==> src/rtl/heart_rate_calc.sv <==
`default_nettype none
// heart_rate_calc: averages the last four beat-to-beat intervals (ms) and reports BPM = 60000 / mean.
// Rev 1.0
module heart_rate_calc #(
  parameter int CLK_HZ     = 50_000_000,
  parameter int MIN_IBI_MS = 300,
  parameter int MAX_IBI_MS = 2000
) (
  input  logic        clk,
  input  logic        reset,
  input  logic        beat_in,
  output logic [15:0] heart_rate,
  output logic        hr_valid,
  output logic        no_pulse
);

  localparam int TICK_DIV = (CLK_HZ / 1000 > 1) ? CLK_HZ / 1000 : 1;
  localparam int PW       = (TICK_DIV > 1) ? $clog2(TICK_DIV) : 1;
  localparam logic [PW-1:0] PRESC_LAST = PW'(TICK_DIV - 1);
  localparam logic [15:0]   MIN_IBI    = 16'(MIN_IBI_MS);
  localparam logic [15:0]   MAX_IBI    = 16'(MAX_IBI_MS);
  localparam logic [15:0]   DIVIDEND   = 16'd60000;

  typedef enum logic [1:0] {
    WAIT_FIRST = 2'd0,
    MEASURE    = 2'd1,
    DIVIDE     = 2'd2,
    UPDATE     = 2'd3
  } state_t;

  state_t state, state_next;

  logic               sync_1, sync_2, beat_q, beat_evt;
  logic [PW-1:0]      presc;
  logic               ms_tick;
  logic [15:0]        ibi_cnt, interval, sum;
  logic [3:0][15:0]   hist;
  logic [2:0]         fill;
  logic [15:0]        divisor, quo, rem;
  logic [3:0]         div_cnt;
  logic [16:0]        rem_shift, rem_sub;
  logic               rem_ge;
  logic               accept, timeout;

  assign beat_evt = sync_2 & ~beat_q;
  assign ms_tick  = (presc == PRESC_LAST);

  // Interval as it stands at this edge, so a beat sees the tick that lands with it.
  assign interval = (ms_tick && ibi_cnt < MAX_IBI) ? ibi_cnt + 16'd1 : ibi_cnt;
  assign sum      = interval + hist[0] + hist[1] + hist[2];

  assign rem_shift = {rem, quo[15]};
  assign rem_sub   = rem_shift - {1'b0, divisor};
  assign rem_ge    = ~rem_sub[16];

  always_ff @(posedge clk) begin
    if (!reset) state <= WAIT_FIRST;
    else        state <= state_next;
  end

  always_comb begin
    state_next = state;
    accept     = 1'b0;
    timeout    = 1'b0;
    case (state)
      WAIT_FIRST: begin
        if (beat_evt) begin
          accept     = 1'b1;
          state_next = MEASURE;
        end
      end
      MEASURE: begin
        if (beat_evt && interval >= MIN_IBI) begin
          accept = 1'b1;
          if (fill >= 3'd3) state_next = DIVIDE;
        end else if (interval >= MAX_IBI) begin
          timeout    = 1'b1;
          state_next = WAIT_FIRST;
        end
      end
      DIVIDE: begin
        if (div_cnt == 4'd15) state_next = UPDATE;
      end
      UPDATE: begin
        state_next = MEASURE;
      end
      default: state_next = WAIT_FIRST;
    endcase
  end

  always_ff @(posedge clk) begin
    if (!reset) begin
      sync_1     <= 1'b0;
      sync_2     <= 1'b0;
      beat_q     <= 1'b0;
      presc      <= '0;
      ibi_cnt    <= '0;
      hist       <= '0;
      fill       <= '0;
      divisor    <= '0;
      quo        <= '0;
      rem        <= '0;
      div_cnt    <= '0;
      heart_rate <= '0;
      hr_valid   <= 1'b0;
      no_pulse   <= 1'b1;
    end else begin
      sync_1   <= beat_in;
      sync_2   <= sync_1;
      beat_q   <= sync_2;
      hr_valid <= 1'b0;

      if (accept || ms_tick) presc <= '0;
      else                   presc <= presc + 1'b1;

      ibi_cnt <= accept ? 16'd0 : interval;

      if (accept && state == WAIT_FIRST) fill <= '0;

      if (accept && state == MEASURE) begin
        hist     <= {hist[2:0], interval};
        no_pulse <= 1'b0;
        divisor  <= sum >> 2;
        rem      <= '0;
        quo      <= DIVIDEND;
        div_cnt  <= '0;
        if (fill != 3'd4) fill <= fill + 3'd1;
      end

      if (timeout) begin
        heart_rate <= '0;
        no_pulse   <= 1'b1;
        hr_valid   <= 1'b1;
        fill       <= '0;
        hist       <= '0;
      end

      // Restoring division: dividend bits shift out of quo as quotient bits shift in.
      if (state == DIVIDE) begin
        rem     <= rem_ge ? rem_sub[15:0] : rem_shift[15:0];
        quo     <= {quo[14:0], rem_ge};
        div_cnt <= div_cnt + 4'd1;
      end

      if (state == UPDATE) begin
        heart_rate <= quo;
        hr_valid   <= 1'b1;
      end
    end
  end

endmodule
`default_nettype wire
==> config.mk <==
export PLATFORM = sky130hd
export DESIGN_NAME = heart_rate_calc
export DESIGN_NICKNAME = d
export VERILOG_FILES = /design/src/rtl/heart_rate_calc.sv
export SDC_FILE = /design/constraint.sdc
export NUM_CORES = 1
export LEC_CHECK = 0
export ABC_AREA = 0
export ABC_CLOCK_PERIOD_IN_PS = 11600
export CAP_MARGIN = 20
export CORE_UTILIZATION = 35
export CTS_CLUSTER_SIZE = 14
export DETAILED_ROUTE_END_ITERATION = 8
export GPL_ROUTABILITY_DRIVEN = 0
export GPL_TIMING_DRIVEN = 0
export SYNTH_ARGS = -nofsm -noshare
export SYNTH_HDL_FRONTEND = slang
export SYNTH_SLANG_ARGS = --single-unit
==> constraint.sdc <==
create_clock -name clk -period 11.6 [get_ports clk]
set_input_delay 2.32 -clock clk [delete_from_list [all_inputs] [get_ports clk]]
set_output_delay 2.32 -clock clk [all_outputs]
set_load 0.1 [all_outputs]
==> flow_summary.ini <==
[clocking]
cts-root-buf = clkbuf_16
worstSkewPairLatency_ns = 0.44
numCtsBuffers = 17
cts_tree = done
cts_setup_buffers = 0
cts_resized = 0
ctsHoldBuffers = 0
h-tree-depth = 4
cts.clk_slew.worst_paths_ns = 0.08
cts.sinks = 156
clockBufferDepth = 2

[grt]
met3_usage_pct = 3.90
grt_usage_pct = 16.2
antenna_found_initial = 0
grt_pass1_vias = 6435
overflow = 0
grt_pass1_wl_mm = 31.2
grt_max_degree = 18
met1_usage_pct = 21.3
globalRouteMet2Util_pct = 26.1
busiest_layer = met2

[place]
placed_cell_area_um2 = 8970
port_buffers = 19
dpl.cell_count = 1349
detailed_place_hpwl_mm = 14.1
post-place-ws_ns = 6.12

[yosys]
ys_seq_elements = 156
yosysTopAreaCellShare_pct = 37.3
syn-num-nets = 1083
synthTopCellsByArea = dfxtp_1 (37%), nand2_1 (7.3%), ha_1 (6.6%), a21oi_1 (6.2%), fa_1 (6.0%)
yosysWarnings = 0
syn_area_um2 = 8380
synth-edff-count = 0
synth.distinct_cells = 71
syn_area_per_cell_um2 = 8.29
yosysMostFrequentCell = nand2_1
async_flop_share_pct = 0
synthCells = 1011
netlist.top_cell.by_area = dfxtp_1
synth.yosys.seq_area_share_pct = 37.3
ys.flop_type = dfxtp_1
ys_top_cells_by_count = nand2_1 (162), dfxtp_1 (156), a21oi_1 (104)

[detailed_routing]
dr.pass1.iters = 5
wl_per_cell_um = 13.5
via_per_inst = 4.86
drc = 0
drt-total-wl_mm = 18.6
vias = 6705
postRouteAntennaNets = 0
drt_iter0_markers = 386

[pwr]
p_int_mw = 0.859
clkPwrFrac_pct = 46.0
ir_worst_vdd_mv = 0.0969
pwr-share-seq_pct = 46.7
p_comb_share_pct = 7.3
power.switching_mw = 0.315
p_per_area_nw_per_um2 = 123
switching_share_pct = 26.9
leakage_nw = 3.64

[worst_setup_path]
crit_type = flip-flop to flip-flop
startpoint_type = flip-flop
r2r_start = presc[0]
crit_chain = ha_1, and3_1, nand4_2, or3_1, buf_2, nor2_1, xnor2_1, inv_1, fa_1, fa_1, ha_1, nor2b_1, o21a_1, o21a_1, o41a_1, a211o_1, a31o_2, a21oi_1, xnor2_1, a211oi_1
cpLargestDelayFamily = compound AO/OA/AOI/OAI gates
endpoint = divisor[13]
rr_worst_depth = 20
cp-startpoint = presc[0]
cpMaxStageDelayCell = fa_1
critical_path_buf_inv_count = 2
end_kind = flip-flop
critical_path_arrival_ns = 5.80
worst-path-max-fanout = 8
cp_slowest_stage_delay_ns = 0.53
worst-path-stages = 20
timing.rr.end = divisor[13]
r2r_setup_slack_ns = 6.09
required_ns = 11.89

[die]
die_area_um2 = 24600
die_y_um = 157
placementRows = 56
design.core.area_um2 = 23500
top_level_ports = 21
die_width_um = 157
start_util_pct = 35.7

[worst_hold_path]
hold_path_class = flip-flop to flip-flop

[sta]
slew_violations = 0
rsz0062_at_grt = no
skew_ns = 0.0195
fin_ws_ns = 6.09
setup_viol = 0
timing.final.crit_period_ns = 5.51
clock.fmax_ghz = 0.182
final_hold_viol_count = 0
min_period_over_period_pct = 47.5
relSlewSlack_pct = 33.7
setup_tns_ns = 0
hold_ws_ns = 0.436
worst_pin_slew_ns = 0.992

[cells_and_area]
design_area_um2 = 9540
drive_above_1_share_pct = 6.31
num-nets-final = 1121
instances_no_fill = 1381
fill_cells = 2384
antenna_cells = 0
syn_to_final_growth_pct = 13.8

[run_status]
status = complete, no violations

[run]
drv_cap = 0
-- layer usage --
layer	wire [um]	share of wire (%)
met4	232	1.2
met3	655	3.5
met1	9300	50
met2	8440	45
met5	0	0
-- worst min path at each step --
stage	startpoint	to	slack, ns	cells after the start
after floorplan	sync_1	sync_2	0.41	1
after global placement	sync_1	sync_2	0.42	1
after detailed placement	sync_1	sync_2	0.42	1
after CTS	sync_1	sync_2	0.44	1
after global routing	divisor[9]	divisor[9]	0.47	2
final	sync_1	sync_2	0.44	1
-- flip-flops by register name, indices dropped and copies added (netlist names), 4 cells and up --
| register | flops |
|---|---|
| hist | 48 |
| presc | 16 |
| quo | 16 |
| heart_rate | 16 |
| div_cnt | 4 |
| rem | 16 |
| divisor | 14 |
| ibi_cnt | 16 |
-- cell families after synthesis --
logic type	count (synthesis)	synth area share (%)
and+or+nand+nor	366	20.0
muxes	19	2.28
adders and majority gates	69	12.5
buffers and inverters	139	6.97
xor gates and xnor gates	53	5.63
DFF	156	37.3
AOI/OAI and AO/OA	209	15.3
-- cell type report --
cell class              count  area, um^2  share of cell area (%)
multi-input cells         716        4670                    49.0
flip-flops and latches    156        3120                    32.8
clock buffers              17         425                    4.46
well taps                 319         399                    4.19
inverters                  96         360                    3.78
plain buffers              43         224                    2.35
repair buffers             19         190                    1.99
clock inverters            15         141                    1.48
-- stage by stage --
step | power (mW) | utilization [%]
6_report | 1.17 | 40.6
5_1_grt | 1.22 | 40.6
4_1_cts | 1.19 | 40.6
3_5_place_dp | 0.647 | 38.2
3_3_place_gp | 0.647 | 38.2
2_1_floorplan | 0.625 | -
-- cell usage in the layout (no fill, tap or decap), types with 4 or more instances in the layout --
cell type        instances
and2_1                   7
a311oi_1                 4
buf_2                   14
clkdlybuf4s50_1         19
nor2_1                  81
clkbuf_16               17
fa_1                    25
buf_6                    6
xnor2_1                 36
nand2_1                162
a21oi_1                104
and3_1                   8
nand3_1                 46
xor2_1                  16
or3_1                   10
ha_1                    44
nor3_1                  12
inv_1                   94
clkbuf_1                22
mux2i_1                 18
inv_6                    7
nor2b_1                  5
o21ai_1                 11
a211oi_1                17
nand2b_1                 7
o21ai_0                 18
o21a_1                  12
dfxtp_1                156
o211ai_1                 4
a31oi_1                  4
-- power by group through the flow --
stage / Combinational, mW / Clock [mW] / Sequential [mW]
floorplan: 0.0638 / 0 / 0.561
global placement: 0.0854 / 0 / 0.561
detailed placement: 0.0862 / 0 / 0.561
CTS: 0.0866 / 0.554 / 0.549
global route: 0.0959 / 0.577 / 0.550
finish: 0.0852 / 0.540 / 0.549
No activity file was read; power rests on OpenSTA's default activity.
